`src/rtl/store_unit_pkg.sv`:
```
// Shared refcpu store-path definitions: op encodings, bus sizes and the store FSM states.
package store_unit_pkg;

  typedef enum logic [1:0] {
    ST_B   = 2'd0,
    ST_H   = 2'd1,
    ST_W   = 2'd2,
    ST_RSV = 2'd3
  } store_op_t;

  typedef enum logic [2:0] {
    MSIZE_1B = 3'd0,
    MSIZE_2B = 3'd1,
    MSIZE_4B = 3'd2
  } msize_t;

  typedef enum logic [2:0] {
    IDLE  = 3'd0,
    REQ   = 3'd1,
    WAIT  = 3'd2,
    DONE  = 3'd3,
    FAULT = 3'd4,
    TOUT  = 3'd5
  } store_state_t;

endpackage

```
`src/rtl/store_unit_format.sv`:
```
// Combinational store formatting: bus size, byte strobes, lane-replicated data, misalignment.
module store_unit_format
  import store_unit_pkg::*;
(
  input  logic [1:0]  op,
  input  logic [1:0]  addr_lo,
  input  logic [31:0] data,
  output logic [2:0]  size,
  output logic [3:0]  strobe,
  output logic [31:0] lane_data,
  output logic        misaligned
);

  always_comb begin
    size       = MSIZE_1B;
    strobe     = 4'b0000;
    lane_data  = 32'd0;
    misaligned = 1'b0;
    case (store_op_t'(op))
      ST_B: begin
        size      = MSIZE_1B;
        strobe    = 4'b0001 << addr_lo;
        lane_data = {4{data[7:0]}};
      end
      ST_H: begin
        size       = MSIZE_2B;
        strobe     = 4'b0011 << {addr_lo[1], 1'b0};
        lane_data  = {2{data[15:0]}};
        misaligned = addr_lo[0];
      end
      ST_W: begin
        size       = MSIZE_4B;
        strobe     = 4'b1111;
        lane_data  = data;
        misaligned = (addr_lo != 2'b00);
      end
      default: begin
        // Reserved op is reported as an address-error store, same as misalignment.
        misaligned = 1'b1;
      end
    endcase
  end

endmodule

```
`src/rtl/store_unit.sv`:
```
// Single-request store unit: formats one SB/SH/SW, runs the addr_ok/data_ok handshake,
// and reports done, alignment fault or watchdog timeout to the memory stage.
module store_unit
  import store_unit_pkg::*;
#(
  parameter int unsigned TIMEOUT = 0
) (
  input  logic        clk,
  input  logic        reset,
  input  logic        in_valid,
  output logic        in_ready,
  input  logic [1:0]  in_op,
  input  logic [31:0] in_addr,
  input  logic [31:0] in_data,
  output logic        dreq_valid,
  output logic [31:0] dreq_addr,
  output logic [2:0]  dreq_size,
  output logic [3:0]  dreq_strobe,
  output logic [31:0] dreq_data,
  input  logic        dresp_addr_ok,
  input  logic        dresp_data_ok,
  output logic        done,
  output logic        fault,
  output logic [31:0] fault_addr,
  output logic        timeout
);

  localparam logic [31:0] TLIM = (TIMEOUT == 0) ? 32'd0 : 32'(TIMEOUT - 1);

  store_state_t state_reg;
  logic [31:0]  counter_reg;

  logic [2:0]  fmt_size;
  logic [3:0]  fmt_strobe;
  logic [31:0] fmt_data;
  logic        fmt_misaligned;
  logic        tout_hit;

  store_unit_format u_format (
    .op         (in_op),
    .addr_lo    (in_addr[1:0]),
    .data       (in_data),
    .size       (fmt_size),
    .strobe     (fmt_strobe),
    .lane_data  (fmt_data),
    .misaligned (fmt_misaligned)
  );

  assign in_ready = (state_reg == IDLE) && !reset;
  assign tout_hit = (TIMEOUT != 0) && (counter_reg == TLIM);

  always_ff @(posedge clk) begin
    if (reset) begin
      state_reg   <= IDLE;
      counter_reg <= 32'd0;
      dreq_valid  <= 1'b0;
      dreq_addr   <= 32'd0;
      dreq_size   <= 3'd0;
      dreq_strobe <= 4'd0;
      dreq_data   <= 32'd0;
      done        <= 1'b0;
      fault       <= 1'b0;
      fault_addr  <= 32'd0;
      timeout     <= 1'b0;
    end else begin
      done    <= 1'b0;
      fault   <= 1'b0;
      timeout <= 1'b0;
      // Counter only advances while a bus transaction is outstanding; it sticks at all-ones.
      if ((state_reg == REQ || state_reg == WAIT) && counter_reg != 32'hFFFF_FFFF) begin
        counter_reg <= counter_reg + 32'd1;
      end
      case (state_reg)
        IDLE: begin
          if (in_valid) begin
            counter_reg <= 32'd0;
            if (fmt_misaligned) begin
              state_reg  <= FAULT;
              fault      <= 1'b1;
              fault_addr <= in_addr;
            end else begin
              state_reg   <= REQ;
              dreq_valid  <= 1'b1;
              dreq_addr   <= in_addr;
              dreq_size   <= fmt_size;
              dreq_strobe <= fmt_strobe;
              dreq_data   <= fmt_data;
            end
          end
        end
        REQ: begin
          // A completing handshake beats the watchdog; data_ok alone is ignored here.
          if (dresp_addr_ok && dresp_data_ok) begin
            state_reg  <= DONE;
            done       <= 1'b1;
            dreq_valid <= 1'b0;
          end else if (tout_hit) begin
            state_reg  <= TOUT;
            timeout    <= 1'b1;
            dreq_valid <= 1'b0;
          end else if (dresp_addr_ok) begin
            state_reg  <= WAIT;
            dreq_valid <= 1'b0;
          end
        end
        WAIT: begin
          if (dresp_data_ok) begin
            state_reg <= DONE;
            done      <= 1'b1;
          end else if (tout_hit) begin
            state_reg <= TOUT;
            timeout   <= 1'b1;
          end
        end
        DONE, FAULT, TOUT: state_reg <= IDLE;
        default:           state_reg <= IDLE;
      endcase
    end
  end

endmodule
```
`config.mk`:
```
export PLATFORM = sky130hd
export DESIGN_NAME = store_unit
export DESIGN_NICKNAME = d
export VERILOG_FILES = /design/src/rtl/store_unit_pkg.sv /design/src/rtl/store_unit_format.sv /design/src/rtl/store_unit.sv
export SDC_FILE = /design/constraint.sdc
export NUM_CORES = 1
export LEC_CHECK = 0
export BUFFER_PORTS_ARGS = -buffer_cell sky130_fd_sc_hd__buf_2
export CAP_MARGIN = 10
export CORE_ASPECT_RATIO = 1.4
export CORE_UTILIZATION = 45
export DETAILED_ROUTE_END_ITERATION = 16
export PLACE_DENSITY = 0.85
export SLEW_MARGIN = 15
export SYNTH_ARGS = -nofsm -noshare
export SYNTH_HDL_FRONTEND = slang
export SYNTH_HIERARCHICAL = 1
export SYNTH_SLANG_ARGS = --single-unit
```
`constraint.sdc`:
```
create_clock -name clk -period 1.7 [get_ports clk]
set_input_delay 0.255 -clock clk [delete_from_list [all_inputs] [get_ports clk]]
set_output_delay 0.255 -clock clk [all_outputs]
set_load 0.03 [all_outputs]
```
Word level (Yosys, flattened, before mapping)

Cells that the tools add are included.

Divide/modulo/power cells: 0
$add $sub $neg: 0
Muxes and demuxes: 19
Multipliers: 0
Reductions and logical operators: 12
Equality and inequality tests: 8
Shifts and indexed selects: 2
Bitwise gates (word level): 3
Magnitude comparators: 0

Operators by type and width:

| cell                | number |
|---|---|
| $pmux 32 s3         | 1 |
| $mux 3              | 5 |
| $pmux 4 s3          | 1 |
| $pmux 3 s3          | 1 |
| $reduce_and 3->1    | 3 |
| $mux 1              | 7 |
| $ne 2x2->1 const B  | 3 |
| $pmux 1 s2          | 2 |
| $pmux 2 s2          | 1 |
| $reduce_and 4->1    | 1 |
| $reduce_bool 2->1   | 2 |
| $shl 1x2->4 const A | 1 |
| $shl 2x2->4 const A | 1 |
| $eq 3x1->1 const B  | 1 |
| $eq 3x2->1 const B  | 1 |
| $logic_not 3->1     | 1 |
| $ne 3x2->1 const B  | 1 |
| $not 1->1           | 3 |
| $pmux 1 s3          | 1 |
| $reduce_or 3->1     | 1 |
| $eq 2x1->1 const B  | 1 |
| $eq 2x2->1 const B  | 1 |
| $logic_and 1x1->1   | 2 |
| $logic_not 2->1     | 1 |
| $logic_not 1->1     | 1 |

ROM bits: 0
Bits in latches: 0
Logic and storage cells: 53
Register bits: 109
Memories: 0
Output and inout bits: 108
Memory bits (writable): 0
Input bits: 71

Logic depth before layout (Yosys ltp)

Gate-level depths: netlist of run 1.

Depth after elaboration: 5
Mapped depth: 8
Gate-level depth less buffers: 5

By module

The synthesis of run 1 kept the hierarchy.

By module, submodules not included:

| module            | cells each | sequential area each (sq um) | area each (sq um) | times used |
|---|---|---|---|---|
| store_unit        | 447        | 2182.1                       | 4744.6            | 1 |
| store_unit_format | 90         | 0.0                          | 520.5             | 1 |

Worst setup path after synthesis of run 1

Ideal clock, no wire load.

Path kind: flip-flop to flip-flop
Start point: register state_reg[1]
End point: register fault
Setup time: 0.065 ns
Required time: 1.635 ns
Cell stages (with the launch flop): 4
Buffers on the path: 1
Path slack: -0.138 ns
Arrival time: 1.773 ns
Period minus slack after synthesis: 1.838 ns
Cells stage by stage: dfxtp_1 > buf_2 > nor4_1 > and3_1

Cells in the longest elaborated chain, start to end: 3

Ends and longest elaborated chain:

| item                      | RTL line         | text |
|---|---|---|
| from (decl)               | store_unit.sv:30 | `store_state_t state_reg;` |
| from (signal assigned)    | store_unit.sv:54 | `state_reg <= IDLE;` |
| from (signal assigned)    | store_unit.sv:78 | `state_reg <= FAULT;` |
| from (signal assigned)    | store_unit.sv:82 | `state_reg <= REQ;` |
| $logic_not 3->1           | store_unit.sv:73 | `case (state_reg)` |
| $not 1->1 (no line)       | n/a              |  |
| $reduce_or 3->1 (no line) | n/a              |  |
| to (signal assigned)      | store_unit.sv:62 | `fault <= 1'b0;` |
| to (signal assigned)      | store_unit.sv:67 | `fault <= 1'b0;` |
| to (signal assigned)      | store_unit.sv:79 | `fault <= 1'b1;` |
| to (decl)                 | store_unit.sv:23 | `output logic fault,` |

No other way between the ends.
A chain may end at the register's enable or synchronous reset.

Worst setup path after layout of run 1

Start point: register state_reg[0]
End point: output port in_ready

Cells in the longest elaborated chain, start to end: 2

Ends and longest elaborated chain:

| item              | RTL line         | text |
|---|---|---|
| $logic_not 3->1   | store_unit.sv:49 | `assign in_ready = (state_reg == IDLE) && !reset;` |
| $logic_and 1x1->1 | store_unit.sv:49 |  |
| to (decl)         | store_unit.sv:11 | `output logic in_ready,` |

No other way between the ends.

==> out/metrics.yaml, run 1 <==
placed_design:
  place.port_buffers: 177
  dpl.hpwl_um: 9330
  post_dp_cell_area_um2: 6230
  dp_slack_ns: 0.0397
  dp.cells: 837
  place_congestion: 0.798
sta:
  fmaxAchievable_mhz: 600
  setup_viol: 0
  finalSetupTns_ns: 0
  finalHoldViolCount: 0
  fin_crit_sh_pct: 98.0
  layout_setup_ws_ns: 0.0340
  period_needed_ns: 1.67
  clock_skew_ns: 0.00479
  rsz0062_at_grt: "no"
  finalMaxSlewViolations: 0
clocking:
  clk-insertion-delay-late_ns: 0.33
  cts_tree: "built"
  cts.clk_slew.worst_paths_ns: 0.07
  htreeDepth: 3
  clk_path_buf_depth: 2
  clock-sinks: 109
  cts_hold_buf: 0
  cts_root_buffer: "clkbuf_16"
  post_cts_buffers: 0
  cts_made_buffers: 9
hold_path:
  min-delay-path-class: "in2reg"
  hold_depth: 3
layout:
  nFillCells: 983
  top_regs: "dreq_addr: 32 flops, dreq_data: 32 flops, fault_addr: 32 flops"
  drive_gt1_share_pct: 31.0
  post-route-util_pct: 57.6
  multi_input_area_um2: 2760
  area_delta_synth_final_pct: 24.0
  nNetsFinal: 775
  seq_area_um2: 2180
  antenna_cells: 0
  final_cell_area_um2: 6530
  final_cells: 853
floorplanning:
  dieWidth_um: 93.4
  initial_core_util_pct: 46.4
  core_um2: 11300
  rows: 46
  fp.dieH_um: 130
  num_io_pins: 179
  dieArea_um2: 12100
yosys:
  synth_area_leaders: "dfxtp_1 (41%), nand2b_1 (21%), mux2i_1 (20%)"
  syn_nets: 608
  syn_inst: 537
  post_synth_num_cell_types: 35
  avgSynthCellArea_um2: 9.80
  synth_most_common_cell: "nand2b_1"
  synthArstFlopShare_pct: 0
  ys_ff_latch: 109
  synth.cells.most_frequent: "nand2b_1 (175), dfxtp_1 (109), mux2i_1 (105)"
  synth.largest_area_cell: "dfxtp_1"
  synth_ff_type: "dfxtp_1"
  netlist_area_um2: 5270
  yosys_warnings: 6
  synth_edf_count: 0
  netlist.area_leader.share_pct: 41.4
  ys_seq_area_share_pct: 41.4
grt:
  antenna_found_initial: 0
  grt_overflow: 0
  grt_usage_pct: 21.0
  grt_max_degree: 77
  grt_pass1_vias: 4273
  grt_pass1_wl_um: 20100
critical_path:
  cp_data_arrival_time_ns: 1.41
  path_max_fanout: 7
  cp_data_required_time_ns: 1.44
  ff2ff_path_depth: 4
  critPathLaunchType: "flip-flop"
  cp-end-kind: "primary output"
  worstSetupPathType: "reg2out"
run_status:
  status: "complete, no violations"
routing:
  viasPerCell: 5.01
  antenna_left: 0
  drt_first_pass_iters: 4
  route.vias.total: 4277
  drt_wl_total_um: 12600
  drtIter0Drc: 86
  drc: 0
  wl_per_cell_um: 14.7
pwr:
  power_density_nw_per_um2: 958
  p_leak_nw: 3.09
  ir_worst_vdd_mv: 0.722
flow_run:
  drv_cap: 0
critical path, stage by stage, from the launching register on:
cell and delay [ns]:
dfxtp_1 0.37, buf_4 0.19, nor4_4 0.34, buf_6 0.18
per-stage QoR:
stage	power, mW	hold slack (ns)
detailed placement	4.29	0.459
finish	6.25	0.209
CTS	6.33	0.186
floorplan	3.91	0.426
global route	6.54	0.202
global placement	4.25	0.454
power breakdown:
group | leakage [nW] | internal [mW] | switching, mW
logic | 2.06 | 0.567 | 0.846
registers | 0.888 | 2.73 | 0.0997
clock network | 0.141 | 1.05 | 0.968
kinds of logic (layout without fill, tap and decap cells):
kind of cell           count (synthesis)  count (layout)  synth area share (%)
other                                  2               2                 0.143
flip-flops                           109             109                  41.4
multiplexers                         105             105                  20.0
XOR/XNOR                               1               1                 0.166
AO/OA/AOI/OAI                         56              56                  6.11
AND/OR/NAND/NOR                      218             218                  25.8
buffers and inverters                 46             218                  6.34
final cells by class:
type                    count  area share (%)
clock buffers              10            3.66
clock inverters             6           0.709
inverters                   4           0.230
multi-input cells         382            42.3
flip-flops and latches    109            33.4
well taps                 144            2.76
repair buffers            198            16.9
layout by cell type (no fill, tap or decap), types with 2 or more instances in the layout:
cell type / instances
a21o_1: 8
a21oi_1: 18
and2_1: 9
and3_1: 2
buf_12: 4
buf_2: 175
buf_4: 18
clkbuf_16: 9
clkinv_2: 2
conb_1: 2
dfxtp_1: 109
inv_1: 3
mux2i_1: 105
nand2_1: 9
nand2b_1: 175
nor2_1: 5
nor2b_1: 10
nor4_4: 2
o21a_1: 3
o21ai_0: 6
o21ai_1: 17
timing repair:
action                     in CTS  in global routing
pin swaps                       0                  0
setup endpoints to repair       1                  1
resized for setup               2                  1
metal layers:
metal	GRT usage (%)	part of all wire, %
met1	23.4	41
met2	38.5	49
met3	4.49	6.9
met4	8.14	2.4
met5	0	0
worst paths after layout:
kind | startpoint | to | slack (ns)
worst max register to register | state_reg[2] | fault_addr[13] | 0.16
worst min register to register | fault_addr[25] | fault_addr[25] | 0.47
worst max-delay path | state_reg[0] | in_ready | 0.03
worst min-delay path | in_addr[30] | fault_addr[30] | 0.21
Note: power is estimated with default switching activity, not from simulation.
==> run 2: changes to the inputs <==
Settings changed: CORE_UTILIZATION 45 to 35, PLACE_DENSITY 0.85 to 0.7.
==> out/metrics.yaml, run 2 (same netlist as run 1, synthesis figures left out) <==
run_status:
  status: "complete, no violations"  # unchanged
critical_path:
  critPathLaunchType: "flip-flop"  # unchanged
  path_max_fanout: 7  # unchanged
  ff2ff_path_depth: 4  # unchanged
  cp_data_required_time_ns: 1.44  # about the same
  cp-end-kind: "primary output"  # unchanged
  worstSetupPathType: "reg2out"  # unchanged
  cp_data_arrival_time_ns: 1.37  # was 1.41 ns
pwr:
  comb_power_share_pct: 21.7  # was 22.6%
  power_density_nw_per_um2: 980  # was 958 nW/um^2
  switching_share_pct: 29.3  # was 30.6%
  p_clk_share_pct: 34.9  # was 32.2%
  switching_power_mw: 1.90  # was 1.91 mW
  ir_worst_vdd_mv: 0.412  # was 0.722 mV
  p_seq_share_pct: 43.4  # was 45.2%
  power.internal_mw: 4.60  # was 4.34 mW
  p_leak_nw: 3.12  # was 3.09 nW
floorplanning:
  dieWidth_um: 106  # was 93.4 um
  core_um2: 14600  # was 11300 um^2
  rows: 52  # was 46
  initial_core_util_pct: 36.1  # was 46.4%
  dieArea_um2: 15500  # was 12100 um^2
  fp.dieH_um: 147  # was 130 um
  num_io_pins: 179  # unchanged
grt:
  grt_usage_pct: 16.1  # was 21.0%
  grt_max_degree: 61  # was 77
  grt_pass1_vias: 3900  # was 4273
  grt_overflow: 0  # unchanged
  grt_pass1_wl_um: 19700  # was 20100 um
  antenna_found_initial: 0  # unchanged
clocking:
  clk-insertion-delay-late_ns: 0.35  # was 0.33 ns
  clock-sinks: 109  # unchanged
  cts_root_buffer: "clkbuf_16"  # unchanged
  post_cts_buffers: 0  # unchanged
  cts_tree: "built"  # unchanged
  clk_path_buf_depth: 2  # unchanged
  cts_made_buffers: 9  # unchanged
  htreeDepth: 3  # unchanged
  cts.clk_slew.worst_paths_ns: 0.07  # about the same
layout:
  post-route-util_pct: 45.6  # was 57.6%
  nFillCells: 1444  # was 983
  drive_gt1_share_pct: 31.1  # was 31.0%
  antenna_cells: 0  # unchanged
  area_delta_synth_final_pct: 26.1  # was 24.0%
  nNetsFinal: 776  # was 775
  final_cell_mix: "nand2b_1 (175), buf_2 (175), dfxtp_1 (108), mux2i_1 (105), buf_4 (19)"  # was nand2b_1 (175), buf_2 (175), dfxtp_1 (109), mux2i_1 (105)
  top_regs: "dreq_addr: 32 flops, dreq_data: 32 flops, fault_addr: 32 flops"  # unchanged
  final_cell_area_um2: 6640  # was 6530 um^2
routing:
  drt_first_pass_iters: 6  # was 4
  wl_met1_um: 5600  # was 5180 um
  wl_per_cell_um: 14.2  # was 14.7 um
  viasPerCell: 4.58  # was 5.01
  drtIter0Drc: 183  # was 86
  route.vias.total: 4116  # was 4277
  routed-wl-met3_um: 873  # was 874 um
  antenna_left: 0  # unchanged
  drt_wl_total_um: 12800  # was 12600 um
  top_layer: "met4"  # unchanged
  drc: 0  # unchanged
  dr_wl_met2_um: 6040  # was 6220 um
hold_path:
  hold_depth: 3  # unchanged
  min-delay-path-class: "in2reg"  # unchanged
placed_design:
  place.port_buffers: 177  # unchanged
  dpl.hpwl_um: 9410  # was 9330 um
  place_congestion: 0.788  # was 0.798
  post_dp_cell_area_um2: 6300  # was 6230 um^2
flow_run:
  drv_cap: 0  # unchanged
sta:
  finalHoldViolCount: 0  # unchanged
  finalSetupTns_ns: 0  # unchanged
  setup_viol: 0  # unchanged
  fin_crit_sh_pct: 95.7  # was 98.0%
  clock_skew_ns: 0.0102  # was 0.00479 ns
  rsz0062_at_grt: "no"  # unchanged
  period_needed_ns: 1.63  # was 1.67 ns
  fmaxAchievable_mhz: 615  # was 600 MHz
  finalMaxSlewViolations: 0  # unchanged
==> run 2: path summary, 6_finish.rpt <==
| check | from | to | slack (ns) |
|---|---|---|---|
| worst max-delay path | state_reg[1] | in_ready | 0.07 |
| worst max register to register | state_reg[2] | fault_addr[2] | 0.24 |
| worst min register to register | fault_addr[9] | fault_addr[9] | 0.47 |
| worst min-delay path | in_addr[2] | dreq_addr[2] | 0.19 |
==> run 2: final cells by class <==
type	count	area, um^2	share of cell area, %
clock buffer	10	229	3.45
clock inverter	6	93.8	1.41
inverter	4	15.0	0.226
multi-input combinational	382	2760	41.6
sequential	109	2180	32.9
tap	189	236	3.56
timing repair buffer	199	1120	16.8
==> run 2: timing repair <==
action                                  in CTS  in global routing
gates cloned                                 0                  0
gates resized for setup                      2                  1
pin swaps                                    0                  1
endpoints found under the setup margin       1                  1
hold buffers                                 0                  0
==> run 2: critical path, cell delays in order, from the launching register on <==
cell and delay, ns:
dfxtp_2 0.35, buf_4 0.17, nor4_4 0.30, buf_4 0.21
==> run 2: metal layers <==
layer	global-route usage, %	vias up
li1	-	2098
met1	19.5	1848
met2	27.3	154
met3	3.90	16
met4	6.39	0
met5	0	-
==> run 2: through the flow <==
stage | hold slack [ns] | std cells | setup WS [ns] | power (mW)
final | 0.191 | 899 | 0.0734 | 6.51
after global placement | 0.453 | 883 | 0.0717 | 4.29
after floorplan | 0.426 | 537 | 0.0177 | 3.91
after detailed placement | 0.457 | 883 | 0.0157 | 4.30
after global routing | 0.190 | 899 | 0.00134 | 6.80
after CTS | 0.182 | 899 | 0.0194 | 6.61
==> run 2: power groups by stage <==
stage,clock (mW),sequential [mW],combinational [mW]
floorplan,0,3.20,0.712
global placement,0,2.88,1.41
global route,2.44,2.84,1.52
finish,2.27,2.82,1.41
detailed placement,0,2.88,1.42
CTS,2.36,2.82,1.43
